[src/rtl/hdmi_frame_gen_pkg.sv]
// Shared timing defaults, pixel buffer entry layout and output packing for hdmi_frame_gen.
package hdmi_frame_gen_pkg;

  localparam int unsigned H_ACTIVE_DEF   = 800;
  localparam int unsigned H_FP_DEF       = 16;
  localparam int unsigned H_SYNC_DEF     = 32;
  localparam int unsigned H_BP_DEF       = 32;
  localparam int unsigned V_ACTIVE_DEF   = 300;
  localparam int unsigned V_FP_DEF       = 2;
  localparam int unsigned V_SYNC_DEF     = 2;
  localparam int unsigned V_BP_DEF       = 4;
  localparam int unsigned FIFO_DEPTH_DEF = 16;

  localparam int unsigned PIX_W = 8;
  localparam int unsigned OUT_W = 32;

  typedef enum logic {
    SEEK = 1'b0,
    RUN  = 1'b1
  } align_state_e;

  typedef struct packed {
    logic             sof;
    logic [PIX_W-1:0] data;
  } pix_entry_t;

  localparam int unsigned ENTRY_W = $bits(pix_entry_t);

  // Grey pixel replicated onto R, G and B with an empty top byte.
  function automatic logic [OUT_W-1:0] pack_grey(input logic [PIX_W-1:0] pix);
    return {8'h00, pix, pix, pix};
  endfunction

endpackage

[src/rtl/hdmi_frame_gen_sync_fifo.sv]
// Synchronous FIFO; rd_data is a register that always holds the current head entry,
// so the head can be inspected before deciding to pop it.
module sync_fifo #(
  parameter int unsigned WIDTH = 9,
  parameter int unsigned DEPTH = 16
) (
  input  logic             hdmi_clk,
  input  logic             rst,
  input  logic             wr_en,
  input  logic [WIDTH-1:0] wr_data,
  input  logic             rd_en,
  output logic [WIDTH-1:0] rd_data,
  output logic             full,
  output logic             empty
);

  localparam int unsigned AW = (DEPTH > 1) ? $clog2(DEPTH) : 1;
  localparam int unsigned CW = AW + 1;

  logic [WIDTH-1:0] mem [DEPTH];
  logic [AW-1:0]    wr_ptr;
  logic [AW-1:0]    rd_ptr;
  logic [AW-1:0]    rd_ptr_nxt;
  logic [CW-1:0]    count;
  logic [CW-1:0]    count_nxt;
  logic             do_wr;
  logic             do_rd;

  assign do_wr      = wr_en && !full;
  assign do_rd      = rd_en && !empty;
  assign rd_ptr_nxt = rd_ptr + AW'(do_rd);
  assign count_nxt  = count + CW'(do_wr) - CW'(do_rd);

  always_ff @(posedge hdmi_clk) begin
    if (do_wr) mem[wr_ptr] <= wr_data;
  end

  // full is held high through reset so upstream sees not-ready until the buffer is live.
  always_ff @(posedge hdmi_clk) begin
    if (rst) begin
      wr_ptr  <= '0;
      rd_ptr  <= '0;
      count   <= '0;
      full    <= 1'b1;
      empty   <= 1'b1;
      rd_data <= '0;
    end else begin
      if (do_wr) wr_ptr <= wr_ptr + AW'(1);
      rd_ptr  <= rd_ptr_nxt;
      count   <= count_nxt;
      full    <= (count_nxt == CW'(DEPTH));
      empty   <= (count_nxt == '0);
      rd_data <= (do_wr && count_nxt == CW'(1)) ? wr_data : mem[rd_ptr_nxt];
    end
  end

endmodule

[src/rtl/hdmi_frame_gen.sv]
// Raster timing generator that drains a pixel buffer into HDMI video, locking the
// incoming stream to the raster on its start-of-frame marker.
module hdmi_frame_gen
  import hdmi_frame_gen_pkg::*;
#(
  parameter int unsigned H_ACTIVE   = H_ACTIVE_DEF,
  parameter int unsigned H_FP       = H_FP_DEF,
  parameter int unsigned H_SYNC     = H_SYNC_DEF,
  parameter int unsigned H_BP       = H_BP_DEF,
  parameter int unsigned V_ACTIVE   = V_ACTIVE_DEF,
  parameter int unsigned V_FP       = V_FP_DEF,
  parameter int unsigned V_SYNC     = V_SYNC_DEF,
  parameter int unsigned V_BP       = V_BP_DEF,
  parameter int unsigned FIFO_DEPTH = FIFO_DEPTH_DEF
) (
  input  logic             hdmi_clk,
  input  logic             rst,
  input  logic             s_valid,
  output logic             s_ready,
  input  logic             s_sof,
  input  logic [PIX_W-1:0] s_data,
  output logic             hdmi_vs,
  output logic             hdmi_hs,
  output logic             hdmi_de,
  output logic [OUT_W-1:0] hdmi_data,
  output logic             underflow,
  output logic             misalign
);

  localparam int unsigned H_TOTAL = H_ACTIVE + H_FP + H_SYNC + H_BP;
  localparam int unsigned V_TOTAL = V_ACTIVE + V_FP + V_SYNC + V_BP;
  localparam int unsigned HW      = $clog2(H_TOTAL);
  localparam int unsigned VW      = $clog2(V_TOTAL);

  logic [HW-1:0] h_cnt;
  logic [VW-1:0] v_cnt;
  logic [31:0]   h_pos;
  logic [31:0]   v_pos;
  logic          active;
  logic          frame_start;
  logic          hs_zone;
  logic          vs_zone;

  align_state_e  state;
  align_state_e  state_nxt;
  pix_entry_t    wr_entry;
  pix_entry_t    head;
  logic          fifo_full;
  logic          fifo_empty;
  logic          pop_c;
  logic          show_c;
  logic          under_c;
  logic          mis_c;

  assign h_pos       = 32'(h_cnt);
  assign v_pos       = 32'(v_cnt);
  assign active      = (h_pos < H_ACTIVE) && (v_pos < V_ACTIVE);
  assign frame_start = (h_cnt == '0) && (v_cnt == '0);
  assign hs_zone     = (h_pos >= H_ACTIVE + H_FP) && (h_pos < H_ACTIVE + H_FP + H_SYNC);
  assign vs_zone     = (v_pos >= V_ACTIVE + V_FP) && (v_pos < V_ACTIVE + V_FP + V_SYNC);

  assign wr_entry = '{sof: s_sof, data: s_data};
  assign s_ready  = !fifo_full;

  sync_fifo #(
    .WIDTH (ENTRY_W),
    .DEPTH (FIFO_DEPTH)
  ) u_fifo (
    .hdmi_clk (hdmi_clk),
    .rst      (rst),
    .wr_en    (s_valid && s_ready),
    .wr_data  (wr_entry),
    .rd_en    (pop_c),
    .rd_data  (head),
    .full     (fifo_full),
    .empty    (fifo_empty)
  );

  always_ff @(posedge hdmi_clk) begin
    if (rst) begin
      h_cnt <= '0;
      v_cnt <= '0;
    end else if (h_pos == H_TOTAL - 1) begin
      h_cnt <= '0;
      v_cnt <= (v_pos == V_TOTAL - 1) ? '0 : v_cnt + VW'(1);
    end else begin
      h_cnt <= h_cnt + HW'(1);
    end
  end

  always_ff @(posedge hdmi_clk) begin
    if (rst) state <= SEEK;
    else     state <= state_nxt;
  end

  // A sof head outside frame start, or a non-sof head at frame start, breaks lock.
  always_comb begin
    state_nxt = state;
    pop_c     = 1'b0;
    show_c    = 1'b0;
    under_c   = 1'b0;
    mis_c     = 1'b0;
    case (state)
      SEEK: begin
        if (active && !fifo_empty) begin
          if (!head.sof) begin
            pop_c = 1'b1;
          end else if (frame_start) begin
            pop_c     = 1'b1;
            show_c    = 1'b1;
            state_nxt = RUN;
          end
        end
      end
      RUN: begin
        if (active) begin
          if (fifo_empty) begin
            under_c = 1'b1;
          end else if (frame_start != head.sof) begin
            mis_c     = 1'b1;
            pop_c     = !head.sof;
            state_nxt = SEEK;
          end else begin
            pop_c  = 1'b1;
            show_c = 1'b1;
          end
        end
      end
      default: state_nxt = SEEK;
    endcase
  end

  always_ff @(posedge hdmi_clk) begin
    if (rst) begin
      hdmi_hs   <= 1'b1;
      hdmi_vs   <= 1'b1;
      hdmi_de   <= 1'b0;
      hdmi_data <= '0;
      underflow <= 1'b0;
      misalign  <= 1'b0;
    end else begin
      hdmi_hs   <= !hs_zone;
      hdmi_vs   <= !vs_zone;
      hdmi_de   <= active;
      hdmi_data <= show_c ? pack_grey(head.data) : '0;
      underflow <= underflow | under_c;
      misalign  <= misalign | mis_c;
    end
  end

endmodule

[config.mk]
export PLATFORM = sky130hd
export DESIGN_NAME = hdmi_frame_gen
export DESIGN_NICKNAME = d
export VERILOG_FILES = /design/src/rtl/hdmi_frame_gen_pkg.sv /design/src/rtl/hdmi_frame_gen_sync_fifo.sv /design/src/rtl/hdmi_frame_gen.sv
export SDC_FILE = /design/constraint.sdc
export NUM_CORES = 1
export LEC_CHECK = 0
export ABC_CLOCK_PERIOD_IN_PS = 4880
export CELL_PAD_IN_SITES_DETAIL_PLACEMENT = 1
export CELL_PAD_IN_SITES_GLOBAL_PLACEMENT = 2
export CORE_MARGIN = 8
export CORE_UTILIZATION = 40
export DETAILED_ROUTE_END_ITERATION = 8
export HOLD_SLACK_MARGIN = 0.1
export PLACE_DENSITY_LB_ADDON = 0.1
export SLEW_MARGIN = 20
export SYNTH_ARGS = -nofsm -noshare
export SYNTH_HDL_FRONTEND = slang
export SYNTH_SLANG_ARGS = --single-unit
[constraint.sdc]
create_clock -name hdmi_clk -period 4.88 [get_ports hdmi_clk]
set_input_delay 1.22 -clock hdmi_clk [delete_from_list [all_inputs] [get_ports hdmi_clk]]
set_output_delay 1.22 -clock hdmi_clk [all_outputs]
set_load 0.05 [all_outputs]
==> results.cfg, run 1 <==
[worst_hold_path]
hp-class = reg -> reg

[place]
gp_congestion = 0.781
dp_hpwl_microns = 12000
place.port_buffers = 41

[critical_path]
critPathMaxFanout = 10
cp_data_arrival_time_ps = 4510
r2r_setup_slack_ps = 760
cp-startpoint = v_cnt[1]
reg2reg_depth = 17
worstSetupPathType = reg -> reg
cp-end-kind = flip-flop
cp-endpoint = u_fifo.rd_data[1]
cp_data_required_time_ps = 5280
start_kind = flip-flop
r2r_end = u_fifo.rd_data[1]
worstReg2RegStart = v_cnt[1]

[grt]
first_global_vias = 4804
grt_max_degree = 38
track_usage = 0.144
grt_pass1_wl_microns = 28700
antenna_found_initial = 0
grt.overflow.total = 0

[power_and_ir_drop]
power.density_mw_per_mm2 = 526
peakVddDrop_mv = 0.324
p_total_mw = 5.10
leakage_nw = 3.41

[clock_tree]
clk_latency_ps = 520
clock_path_buffers = 3
cts_tree = yes
path_clk_slew_ps = 60
htree_num_levels = 1
cts_root_buf = clkbuf_16
cts_buffers = 23
postCtsHoldBufs = 0
post_cts_buffers = 0
cts.sinks = 201
post_cts_resize_count = 0

[timing]
clock_skew_ps = 11.9
maxSlewHeadroom = 0.285
clock.fmax_mhz = 243
final.min_clock_period_ps = 4120
worst_slew_pin_slew_ps = 1070
fin_hold_ws_ps = 468
hold_violations = 0
setup-tns-final_ps = 0
rsz0062_at_grt = no
report.final.slew_viol_count = 0
finalSetupViolCount = 0
min_period_over_period = 0.843

[layout]
area_delta_synth_final_pct = 16.1
final_common_cell = edfxtp_1
multi_input_area_sq_mm = 0.00253
n_antenna_cell = 0
seq_area_sq_mm = 0.00547
most-common-layout-cells = edfxtp_1, dfxtp_1, nor2_1, clkdlybuf4s50_1, mux4_2
nNetsFinal = 613
post-route-util = 0.467
layout-drive-gt1-share = 0.190
nFillCells = 2053

[die]
core_area_sq_mm = 0.0208
dieArea_sq_mm = 0.0258
pin_count = 50
start_util = 0.402
rows = 53
die-width_microns = 161
fp.dieH_microns = 161

[routing]
firstDrtPassIters = 4
vias = 4434
wire_per_inst_microns = 21.1
drtAntennaViolNets = 0
wirelength_microns = 18500
viasPerCell = 5.07
drc = 0
drt_iter0_drc = 227

[synthesis]
syn_avg_cell_area_sq_um = 15.6
synth_seq_cells = 201
syn-cell-area_sq_mm = 0.00835
yosys_warnings = 0
synth_edf_count = 144
synthFlopType = edfxtp_1
synthArstFlopShare = 0
yosysUniqueCellTypes = 49
seq_area_frac_synth = 0.654
synthCells = 537

[status]
status = finished, final reports clean

[flow_run]
drv_cap = 0
==> report_power, final <==
part	total [mW]	switching (mW)	internal, mW
combinational	1.53	0.780	0.750
sequential	1.97	0.0413	1.93
clock	1.61	0.664	0.943
total	5.10	1.48	3.62
==> worst min-delay path by stage <==
stage,depth (start not counted),slack (ps),start,end
2_1_floorplan,1,410,u_fifo.rd_data[7],hdmi_data[15]
3_3_place_gp,1,440,h_cnt[0],h_cnt[0]
3_5_place_dp,1,460,h_cnt[0],h_cnt[0]
4_1_cts,1,470,u_fifo.rd_data[7],hdmi_data[15]
5_1_grt,1,480,u_fifo.rd_data[7],hdmi_data[15]
6_report,1,470,u_fifo.rd_data[0],hdmi_data[16]
==> flip-flops by register name (all words and copies together), names as in the netlist <==
register	cells
h_cnt	10
hdmi_data	8
hdmi_de	1
hdmi_hs	1
hdmi_vs	1
misalign	1
state	1
u_fifo.count	5
u_fifo.empty	1
u_fifo.full	1
u_fifo.mem	144
u_fifo.rd_data	9
u_fifo.rd_ptr	4
u_fifo.wr_ptr	4
underflow	1
v_cnt	9
==> cell families (layout without fill, tap and decap cells) <==
family          after synthesis  count (layout)  share of synthesized area
fa+ha+maj                    18              18                     0.0279
compound gates               31              31                     0.0265
buf+inv                      66             122                     0.0466
xor+xnor                     24              24                     0.0274
other cells                   1               8                   0.000449
mux                          66              66                      0.135
flops                       201             201                      0.654
simple gates                130             130                     0.0822
==> worst max-delay path, cell delays in order, from the launching register on <==
cell and delay [ps]:
dfxtp_1 340, inv_1 90, ha_1 150, nand2_1 50, nor3_1 140, nand3_1 90
or4_1 560, ha_1 220, nor3_1 270, ha_1 170, inv_1 40, ha_1 200
fa_1 410, a21o_1 190, a21o_1 210, mux2i_2 510, a21o_4 300, o21ai_2 80
==> synth_stat cells, types with 9 or more instances <==
cell type / number / share of area
dfxtp_1: 57 / 0.14
xnor2_1: 9 / 0.0094
xor2_1: 14 / 0.015
nor3_1: 9 / 0.0054
nand4b_1: 9 / 0.0094
mux4_2: 36 / 0.097
mux2i_1: 20 / 0.024
buf_4: 28 / 0.025
nor2_1: 50 / 0.022
edfxtp_1: 144 / 0.52
clkbuf_1: 11 / 0.0049
inv_1: 19 / 0.0085
nand2_1: 16 / 0.0072
mux2_2: 9 / 0.012
ha_1: 17 / 0.025
==> cell type report <==
class,instances,area share
inverter,20,0.00774
multi-input combinational,277,0.261
tap,275,0.0355
sequential,201,0.563
clock inverter,11,0.00942
clock buffer,31,0.0635
timing repair buffer,60,0.0596
==> routing by layer <==
metal / track usage / vias up / share of wire
met5: 0 / - / 0
met4: 0.0353 / 0 / 0.015
met3: 0.0292 / 25 / 0.046
met2: 0.236 / 86 / 0.47
met1: 0.194 / 2263 / 0.47
li1: - / 2060 / -
==> per-stage QoR <==
step	worst slack, ps	std cells	instance area (sq um)
global route	453	875	9700
global placement	912	833	8990
detailed placement	780	833	8990
floorplan	1190	544	8380
CTS	763	875	9700
finish	764	875	9700
Note: power is estimated with default switching activity, not from simulation.
==> run 2, diff against run 1 <==
--- a/config.mk
+++ b/config.mk
@@ -5,7 +5,7 @@
 export SDC_FILE = /design/constraint.sdc
 export NUM_CORES = 1
 export LEC_CHECK = 0
-export ABC_CLOCK_PERIOD_IN_PS = 4880
+export ABC_CLOCK_PERIOD_IN_PS = 4200
 export CELL_PAD_IN_SITES_DETAIL_PLACEMENT = 1
 export CELL_PAD_IN_SITES_GLOBAL_PLACEMENT = 2
 export CORE_MARGIN = 8
==> constraint.sdc (replaced) <==
create_clock -name hdmi_clk -period 4.2 [get_ports hdmi_clk]
set_input_delay 1.05 -clock hdmi_clk [delete_from_list [all_inputs] [get_ports hdmi_clk]]
set_output_delay 1.05 -clock hdmi_clk [all_outputs]
set_load 0.05 [all_outputs]
==> run 2 against run 1 <==
Sequential cell count is the same. Power grew 24%. Final cell count grew 1.0%. Clock power grew 37%. Critical endpoint is now u_fifo.rd_data[2].
==> results.cfg, run 2 (synthesized netlist as in run 1, its figures left out) <==
[routing]
drc = 0
viasPerCell = 5.11
drtAntennaViolNets = 0
wirelength_microns = 19000
vias = 4514
drt_iter0_drc = 216
firstDrtPassIters = 4
wire_per_inst_microns = 21.5

[clock_tree]
htree_num_levels = 1
cts_tree = yes
cts.sinks = 201
clk_latency_ps = 510
postCtsHoldBufs = 0
clock_path_buffers = 3
cts_buffers = 22
post_cts_buffers = 0
cts_root_buf = clkbuf_16
path_clk_slew_ps = 60

[timing]
finalSetupViolCount = 0
clock.fmax_mhz = 252
report.final.slew_viol_count = 0
min_period_over_period = 0.943
hold_violations = 0
setup-tns-final_ps = 0
clock_skew_ps = 13.7
final.min_clock_period_ps = 3960
rsz0062_at_grt = no
worst_slew_pin_slew_ps = 758
fin_hold_ws_ps = 456
maxSlewHeadroom = 0.493
fin_ws_ps = 238

[power_and_ir_drop]
leakage_nw = 3.55
power.density_mw_per_mm2 = 636
p_total_mw = 6.34
peakVddDrop_mv = 0.403

[die]
fp.dieH_microns = 161
start_util = 0.402
core_area_sq_mm = 0.0208
die-width_microns = 161
pin_count = 50
dieArea_sq_mm = 0.0258
rows = 53

[layout]
fin_area_sq_mm = 0.00997
layout-drive-gt1-share = 0.223
area_delta_synth_final_pct = 19.3
final_common_cell = edfxtp_1
most-common-layout-cells = edfxtp_1, dfxtp_1, nor2_1, clkdlybuf4s50_1, mux4_2
largest_register_ffs = 144
nFillCells = 1978
n_antenna_cell = 0
reg_top3 = u_fifo.mem: 144 flops, h_cnt: 10 flops
nNetsFinal = 623
top_register = u_fifo.mem

[place]
dp_hpwl_microns = 12300
dp_slack_ps = 29.5
place.port_buffers = 41
placed_cell_area_sq_mm = 0.00909
gp_congestion = 0.750

[critical_path]
reg2reg_depth = 18
cp-end-kind = flip-flop
cp_data_arrival_time_ps = 4350
start_kind = flip-flop
cp_data_required_time_ps = 4590
critPathMaxFanout = 12
cp-startpoint = v_cnt[1]
worstSetupPathType = reg -> reg
cp-endpoint = u_fifo.rd_data[2]
worstReg2RegStart = v_cnt[1]
r2r_end = u_fifo.rd_data[2]
r2r_setup_slack_ps = 240

[grt]
grt_max_degree = 38
track_usage = 0.149
first_global_vias = 4890
grt_pass1_wl_microns = 29700
antenna_found_initial = 0
grt.overflow.total = 0

[status]
status = finished, final reports clean

[flow_run]
drv_cap = 0

[worst_hold_path]
hp-class = reg -> reg
==> run 2: cell types whose count changed in the layout (fill, tap and decap cells not counted), moves of 2 or more <==
cell / delta
buf_4: +8
clkbuf_8: +2
bufinv_16: +5
clkbuf_1: -7
clkinv_1: -3
buf_12: +2
==> run 2: timing repair <==
item                       CTS  global route
pin swaps                    0             1
resized for setup            1             3
gates cloned                 0             1
setup endpoints to repair    4            11
==> run 2: worst min path at each step <==
stage / from / to / depth (start not counted)
2_1_floorplan: u_fifo.rd_data[7] / hdmi_data[15] / 1
3_3_place_gp: h_cnt[0] / h_cnt[0] / 1
3_5_place_dp: u_fifo.rd_data[1] / hdmi_data[17] / 1
4_1_cts: u_fifo.rd_data[0] / hdmi_data[16] / 1
5_1_grt: u_fifo.rd_data[0] / hdmi_data[16] / 1
6_report: u_fifo.rd_data[4] / hdmi_data[20] / 1
==> run 2: layout make-up <==
type / instances / area (sq um) / area share
clock inverters: 14 / 234 / 0.0235
multi-input cells: 278 / 2560 / 0.256
inverters: 20 / 75.1 / 0.00753
flip-flops and latches: 201 / 5470 / 0.548
repair buffers: 70 / 678 / 0.0680
well taps: 275 / 344 / 0.0345
clock buffers: 26 / 617 / 0.0619
==> run 2: critical path, cell delays in order (launching register included) <==
cell and delay, ps:
dfxtp_1 350, inv_1 90, ha_1 150, nand2_1 50
nor3_1 150, nand3_1 100, or4_4 520, ha_1 210
nor3_2 190, ha_1 150, inv_1 40, ha_1 200
fa_1 430, xnor2_2 160, or3b_1 380, mux2i_2 230
buf_12 170, a21o_2 210, o21ai_2 70
==> run 2: report_power, final <==
group / internal (mW) / total, mW / leakage (nW) / switching, mW
clock network: 1.42 / 2.20 / 0.420 / 0.778
logic: 0.919 / 1.85 / 1.37 / 0.932
registers: 2.24 / 2.29 / 1.76 / 0.0520
total: 4.58 / 6.34 / 3.55 / 1.76
==> run 2: layer usage <==
| metal | vias up | wire length, microns | track usage |
|---|---|---|---|
| met5 | - | 0 | 0 |
| met4 | 0 | 370 | 0.0429 |
| met3 | 28 | 869 | 0.0292 |
| met2 | 88 | 9320 | 0.247 |
| met1 | 2323 | 8420 | 0.196 |
| li1 | 2075 | - | - |
==> run 2: stage by stage <==
stage / util / std cells
after floorplan: - / 544
after global placement: 0.438 / 843
after detailed placement: 0.438 / 843
after CTS: 0.479 / 883
after global routing: 0.480 / 884
final: 0.480 / 884
==> edit 1 (config.mk and constraints of run 2) <==
Set the package constant `V_BP_DEF` to 8 (it was 4).
--- a/src/rtl/hdmi_frame_gen_pkg.sv
+++ b/src/rtl/hdmi_frame_gen_pkg.sv
@@ -8,7 +8,7 @@
   localparam int unsigned V_ACTIVE_DEF   = 300;
   localparam int unsigned V_FP_DEF       = 2;
   localparam int unsigned V_SYNC_DEF     = 2;
-  localparam int unsigned V_BP_DEF       = 4;
+  localparam int unsigned V_BP_DEF       = 8;
   localparam int unsigned FIFO_DEPTH_DEF = 16;
 
   localparam int unsigned PIX_W = 8;
Function: no difference found for any inputs over 10 cycles, from zero or initial values and one cycle with rst high; that may be too few to reach the edited logic, so the function may still have changed.
==> edit 1 against run 2 <==
Routed wire length is 0.15% lower. Power shrank 4.1%. Worst setup slack improved by 0.048 ns. Global-route usage shrank 0.25 points. Critical path depth is 1 higher. Clock skew is 0.0023 ns lower. Final area is 0.35% lower. Sequential power hardly changed. Sequential cell count unchanged. Area after synthesis about the same. Cell count is 0.90% higher. Clock power decreased by 10%.
==> edit 1: results (changes against run 2) <==
run_status:
  status: "completed"
critical_path:
  cp_max_fo: 4  # -8
  cp.arrival_ns: 4.29  # -0.06 ns
layout:
  fillers: 1998  # +1.0%
  area_growth_pct: 18.98
  drive_above_1_share_pct: 21.07  # -1.3 points
  nets: 631  # +1.3%
  largestRegisters: "u_fifo.mem: 144 flops, h_cnt: 10 flops"
placement:
  place.gp.congestion: 0.7275  # -3.1%
  dp_hpwl_um: 12510  # +1.5%
  dp.cells: 849  # +0.71%
  dpl_cell_area_um2: 9104  # +0.14%
  post-place-ws_ns: -0.09031  # -0.1198 ns
power:
  internal_power_mw: 4.342  # -5.1%
  leakage_nw: 3.534  # -0.56%
  ir_drop_uv: 331.0  # -18%
drt:
  routedWlPerCell_um: 21.24  # -1.0%
  dr.pass1.iters: 5  # +1
  drc: 0  # unchanged
  viasPerCell: 5.156  # +0.97%
  drtIter0Drc: 258  # +19%
  wl_um: 18950  # -0.15%
synthesis:
  ys_seq_area_share_pct: 65.45  # about the same
  synth_commonest_cells: "edfxtp_1 (144), dfxtp_1 (57), nor2_1 (49)"
  synthCells: 540  # +0.56%
  synthTopCellsByArea: "edfxtp_1 (52%), dfxtp_1 (14%), mux4_2 (9.7%)"
  yosysUniqueCellTypes: 50  # +2.0%
  synth_warnings: 0  # unchanged
grt:
  grt_first_pass_wirelength_um: 29420  # -0.91%
  grt_use_total_pct: 14.67  # -0.25 points
  grt_max_degree: 25  # -34%
  grt_pass1_vias: 5051  # +3.3%
cts:
  path_clk_slew_ns: 0.06  # about the same
  clock_latency_ns: 0.49  # -0.02 ns
  cts_buffers: 23  # +4.5%
  clockRootBuffer: "clkbuf_16"
sta:
  fin_worst_skew_ns: 0.01134  # -0.002320 ns
  slew_headroom_pct: 54.68  # +5.4 points
edit 1: changes by cell type after synthesis, sizes merged, moves of 3 or more:
cell,before,now
nand4b,9,1
o2111ai,0,9
and3,2,5
a21o,8,3
edit 1: power by group through the flow:
stage | sequential [mW] | clock (mW) | combinational (mW)
after floorplan | 2.33 | 0 | 1.31
after detailed placement | 2.33 | 0 | 1.78
after CTS | 2.29 | 2.03 | 1.78
after global routing | 2.30 | 2.10 | 1.97
after global placement | 2.34 | 0 | 1.74
final | 2.29 | 1.98 | 1.81
edit 1: cell type report:
cell class                      count  share of cell area, %
Sequential cell                   201                  55.01
Multi-Input combinational cell    282                  26.26
Timing Repair Buffer               74                  6.913
Clock buffer                       30                  6.586
Tap cell                          275                  3.463
Clock inverter                     11                  1.058
Inverter                           19                 0.7178
edit 1: layer usage:
metal  vias to the layer above  track usage [%]  share of wire, %
met5                         -                0                 0
met4                         0            4.036               2.1
met1                      2334            19.41                45
met3                        28            2.969               5.8
met2                       118            24.13                47
li1                       2119                -                 -
edit 1: logic make-up (layout without fill, tap and decap cells):
logic type | count (synthesis) | count (layout) | synth area share [%]
adders and majority gates | 18 | 18 | 2.787
other | 1 | 8 | 0.04491
DFF | 201 | 201 | 65.45
buffers and inverters | 64 | 134 | 4.300
xor gates and xnor gates | 23 | 23 | 2.637
AOI/OAI and AO/OA | 41 | 41 | 3.566
and+or+nand+nor | 126 | 126 | 7.761
muxes | 66 | 66 | 13.46
edit 1: repair_timing:
| action | CTS | global route |
|---|---|---|
| setup buffers | 0 | 1 |
| gates resized for setup | 2 | 10 |
| pin swaps | 0 | 3 |
| hold buffers | 0 | 0 |
| endpoints found under the setup margin | 9 | 11 |
| gates cloned | 0 | 1 |
edit 1: worst paths after layout:
kind,startpoint,to,slack (ns),cells past startpoint
setup reg to reg,h_cnt[0]$_SDFF_PP0_,u_fifo.rd_data[8]$_SDFF_PP0_,0.29,19
hold reg to reg,u_fifo.rd_data[7]$_SDFF_PP0_,hdmi_data[15]$_SDFF_PP0_,0.45,1
setup / recovery,h_cnt[0]$_SDFF_PP0_,u_fifo.rd_data[8]$_SDFF_PP0_,0.29,19
hold / removal,u_fifo.rd_data[7]$_SDFF_PP0_,hdmi_data[15]$_SDFF_PP0_,0.45,1
edit 1: critical path, cell delays in order (launching register included):
cell and delay [ns]:
dfxtp_1 0.34, inv_1 0.10, ha_1 0.15, nand2_1 0.05, nor3_1 0.15, nand3_1 0.10, or4_4 0.50, ha_1 0.23
nor3_4 0.16, ha_1 0.26, inv_1 0.05, ha_1 0.16, inv_1 0.06, fa_2 0.37, nor2b_2 0.13, o21ai_2 0.09
and3_4 0.20, o41ai_4 0.42, buf_4 0.21, o21ai_1 0.07
==> edit 2 (flow settings as in run 2) <==
Made on the original files. Reset style: asynchronous (`rst`), changed in 4 clocked blocks.
--- a/src/rtl/hdmi_frame_gen_sync_fifo.sv
+++ b/src/rtl/hdmi_frame_gen_sync_fifo.sv
@@ -36,7 +36,7 @@
   end
 
   // full is held high through reset so upstream sees not-ready until the buffer is live.
-  always_ff @(posedge hdmi_clk) begin
+  always_ff @(posedge hdmi_clk or posedge rst) begin
     if (rst) begin
       wr_ptr  <= '0;
       rd_ptr  <= '0;
--- a/src/rtl/hdmi_frame_gen.sv
+++ b/src/rtl/hdmi_frame_gen.sv
@@ -76,7 +76,7 @@
     .empty    (fifo_empty)
   );
 
-  always_ff @(posedge hdmi_clk) begin
+  always_ff @(posedge hdmi_clk or posedge rst) begin
     if (rst) begin
       h_cnt <= '0;
       v_cnt <= '0;
@@ -88,7 +88,7 @@
     end
   end
 
-  always_ff @(posedge hdmi_clk) begin
+  always_ff @(posedge hdmi_clk or posedge rst) begin
     if (rst) state <= SEEK;
     else     state <= state_nxt;
   end
@@ -130,7 +130,7 @@
     endcase
   end
 
-  always_ff @(posedge hdmi_clk) begin
+  always_ff @(posedge hdmi_clk or posedge rst) begin
     if (rst) begin
       hdmi_hs   <= 1'b1;
       hdmi_vs   <= 1'b1;
Check against the original RTL: differs if rst is asserted again (counterexample within 4 cycles, from zero or initial values and one cycle with rst high); with rst held inactive, the same outputs for 10 cycles.
==> edit 2 against run 2 <==
Worst setup slack better by 0.052 ns. Sequential cell count did not move. Largest power group is now combinational logic. Routed wire length shrank 9.4%. Core utilization down 0.23 points. Area after synthesis increased by 0.88%. Power rose by 15%. Critical endpoint is now u_fifo.rd_data[7]$_DFF_PP0_. Synthesized cell count fell by 7.3%. Final area fell by 0.15%.
==> edit 2: results (changes against run 2) <==
run_status:
  status: "completed"
placement:
  place.gp.congestion: 0.7353  # -2.0%
  post-place-ws_ns: 0.07329  # +0.04375 ns
  dpl_cell_area_um2: 9191  # +1.1%
  dp_hpwl_um: 11750  # -4.7%
synthesis:
  yosysUniqueCellTypes: 54  # +10%
  synthTopCellsByArea: "edfxtp_1 (51%), dfrtp_1 (16%), mux4_2 (9.6%)"
  ys_seq_area_share_pct: 68.29  # +2.9 points
  synth_commonest_cells: "edfxtp_1 (144), dfrtp_1 (53), mux4_2 (36)"
drt:
  routedWlPerCell_um: 20.34  # -5.2%
  drtIter0Drc: 251  # +16%
  num_vias: 4288  # -5.0%
critical_path:
  r2r_slack_ns: 0.29  # +0.05 ns
  ff2ff_path_depth: 13  # -5
  reg2reg_to: "u_fifo.rd_data[7]$_DFF_PP0_"
  cp.arrival_ns: 4.28  # -0.07 ns
cts:
  cts_buffers: 23  # +4.5%
grt:
  grt_use_total_pct: 13.52  # -1.4 points
  met3_usage_pct: 2.112  # -0.81 points
  grt_first_pass_wirelength_um: 27500  # -7.4%
  grt_max_degree: 30  # -21%
  grt_pass1_vias: 4724  # -3.4%
  grt_use_met2_pct: 23.72  # -0.98 points
min_path:
  hold_end: "hdmi_data[15]$_DFF_PP0_"
  hold_start: "u_fifo.rd_data[7]$_DFF_PP0_"
layout:
  largestRegisters: "u_fifo.mem: 144 flops, h_cnt: 10 flops"
  fillers: 1993  # +0.76%
  nets: 583  # -6.4%
  drive_above_1_share_pct: 20.18  # -2.2 points
power:
  leakage_nw: 3.669  # +3.2%
  ir_drop_uv: 368.4  # -8.6%
sta:
  hold_ws_ns: 0.4631  # +0.006921 ns
  worstMarginPinSlew_ns: 0.6375  # -0.1205 ns
  fin_worst_skew_ns: 0.01718  # +0.003518 ns
==> edit 2: cell count changes in the layout (fill, tap and decap cells not counted), moves of 9 or more <==
cell,run 2,this run
xor2_1,14,5
dfxtp_1,57,0
dfrtp_1,0,53
nor2_1,50,13
and2_1,8,24
clkbuf_1,0,10
==> edit 2: worst max-delay path by stage <==
stage | slack [ns] | to | depth (start not counted)
final | 0.29 | u_fifo.rd_data[7]$_DFF_PP0_ | 13
after global routing | 0.02 | u_fifo.rd_data[7]$_DFF_PP0_ | 13
after CTS | 0.04 | u_fifo.rd_data[7]$_DFF_PP0_ | 17
after detailed placement | 0.07 | u_fifo.rd_data[7]$_DFF_PP0_ | 17
after global placement | 0.14 | u_fifo.rd_data[1]$_DFF_PP0_ | 17
after floorplan | 0.29 | u_fifo.rd_data[0]$_DFF_PP0_ | 15
==> edit 2: area by class of cell <==
class                      instances  area share, %
sequential                       201          57.81
inverter                          19         0.7164
multi-input combinational        245          24.14
timing repair buffer              63          6.409
clock buffer                      33          6.158
clock inverter                     9          1.307
tap                              275          3.456
==> edit 2: stage by stage <==
step / power (mW) / std cells / utilization [%]
2_1_floorplan: 4.526 / 505 / -
3_3_place_gp: 5.375 / 803 / 44.14
3_5_place_dp: 5.432 / 803 / 44.14
4_1_cts: 7.428 / 845 / 47.71
5_1_grt: 7.702 / 845 / 47.81
6_report: 7.310 / 845 / 47.81
==> edit 2: what timing repair did <==
item	4_1_cts	5_1_grt
buffers inserted	0	0
endpoints found under the setup margin	0	9
gates resized for setup	0	5
==> edit 2: layer usage <==
layer	vias up	part of all wire (%)
met5	-	0
met1	2232	44
met3	25	3.2
li1	1959	-
met4	0	2.2
met2	72	51
==> edit 2: cell families after synthesis <==
| family | count (synthesis) | share of synthesized area (%) |
|---|---|---|
| compound gates | 32 | 2.375 |
| mux | 70 | 13.79 |
| flops | 201 | 68.29 |
| other cells | 1 | 0.04449 |
| fa+ha+maj | 18 | 2.761 |
| buf+inv | 59 | 3.786 |
| simple gates | 100 | 7.007 |
| xor+xnor | 17 | 1.945 |
==> edit 2: critical path, stage by stage (launching register included) <==
cell and delay (ns):
dfrtp_1 0.45, nor4_2 0.32, nand3_1 0.13, or4_4 0.52
ha_1 0.21, nor2b_2 0.13, ha_1 0.23, inv_1 0.05
ha_1 0.18, fa_2 0.45, or2_2 0.34, nor4_4 0.27
buf_12 0.17, mux2_2 0.34
==> edit 2: power breakdown <==
part           switching (mW)  total, mW  leakage, nW  internal (mW)
logic                    1.38       2.84         1.30           1.46
clock network           0.762       1.97        0.358           1.20
registers              0.0933       2.50         2.01           2.41
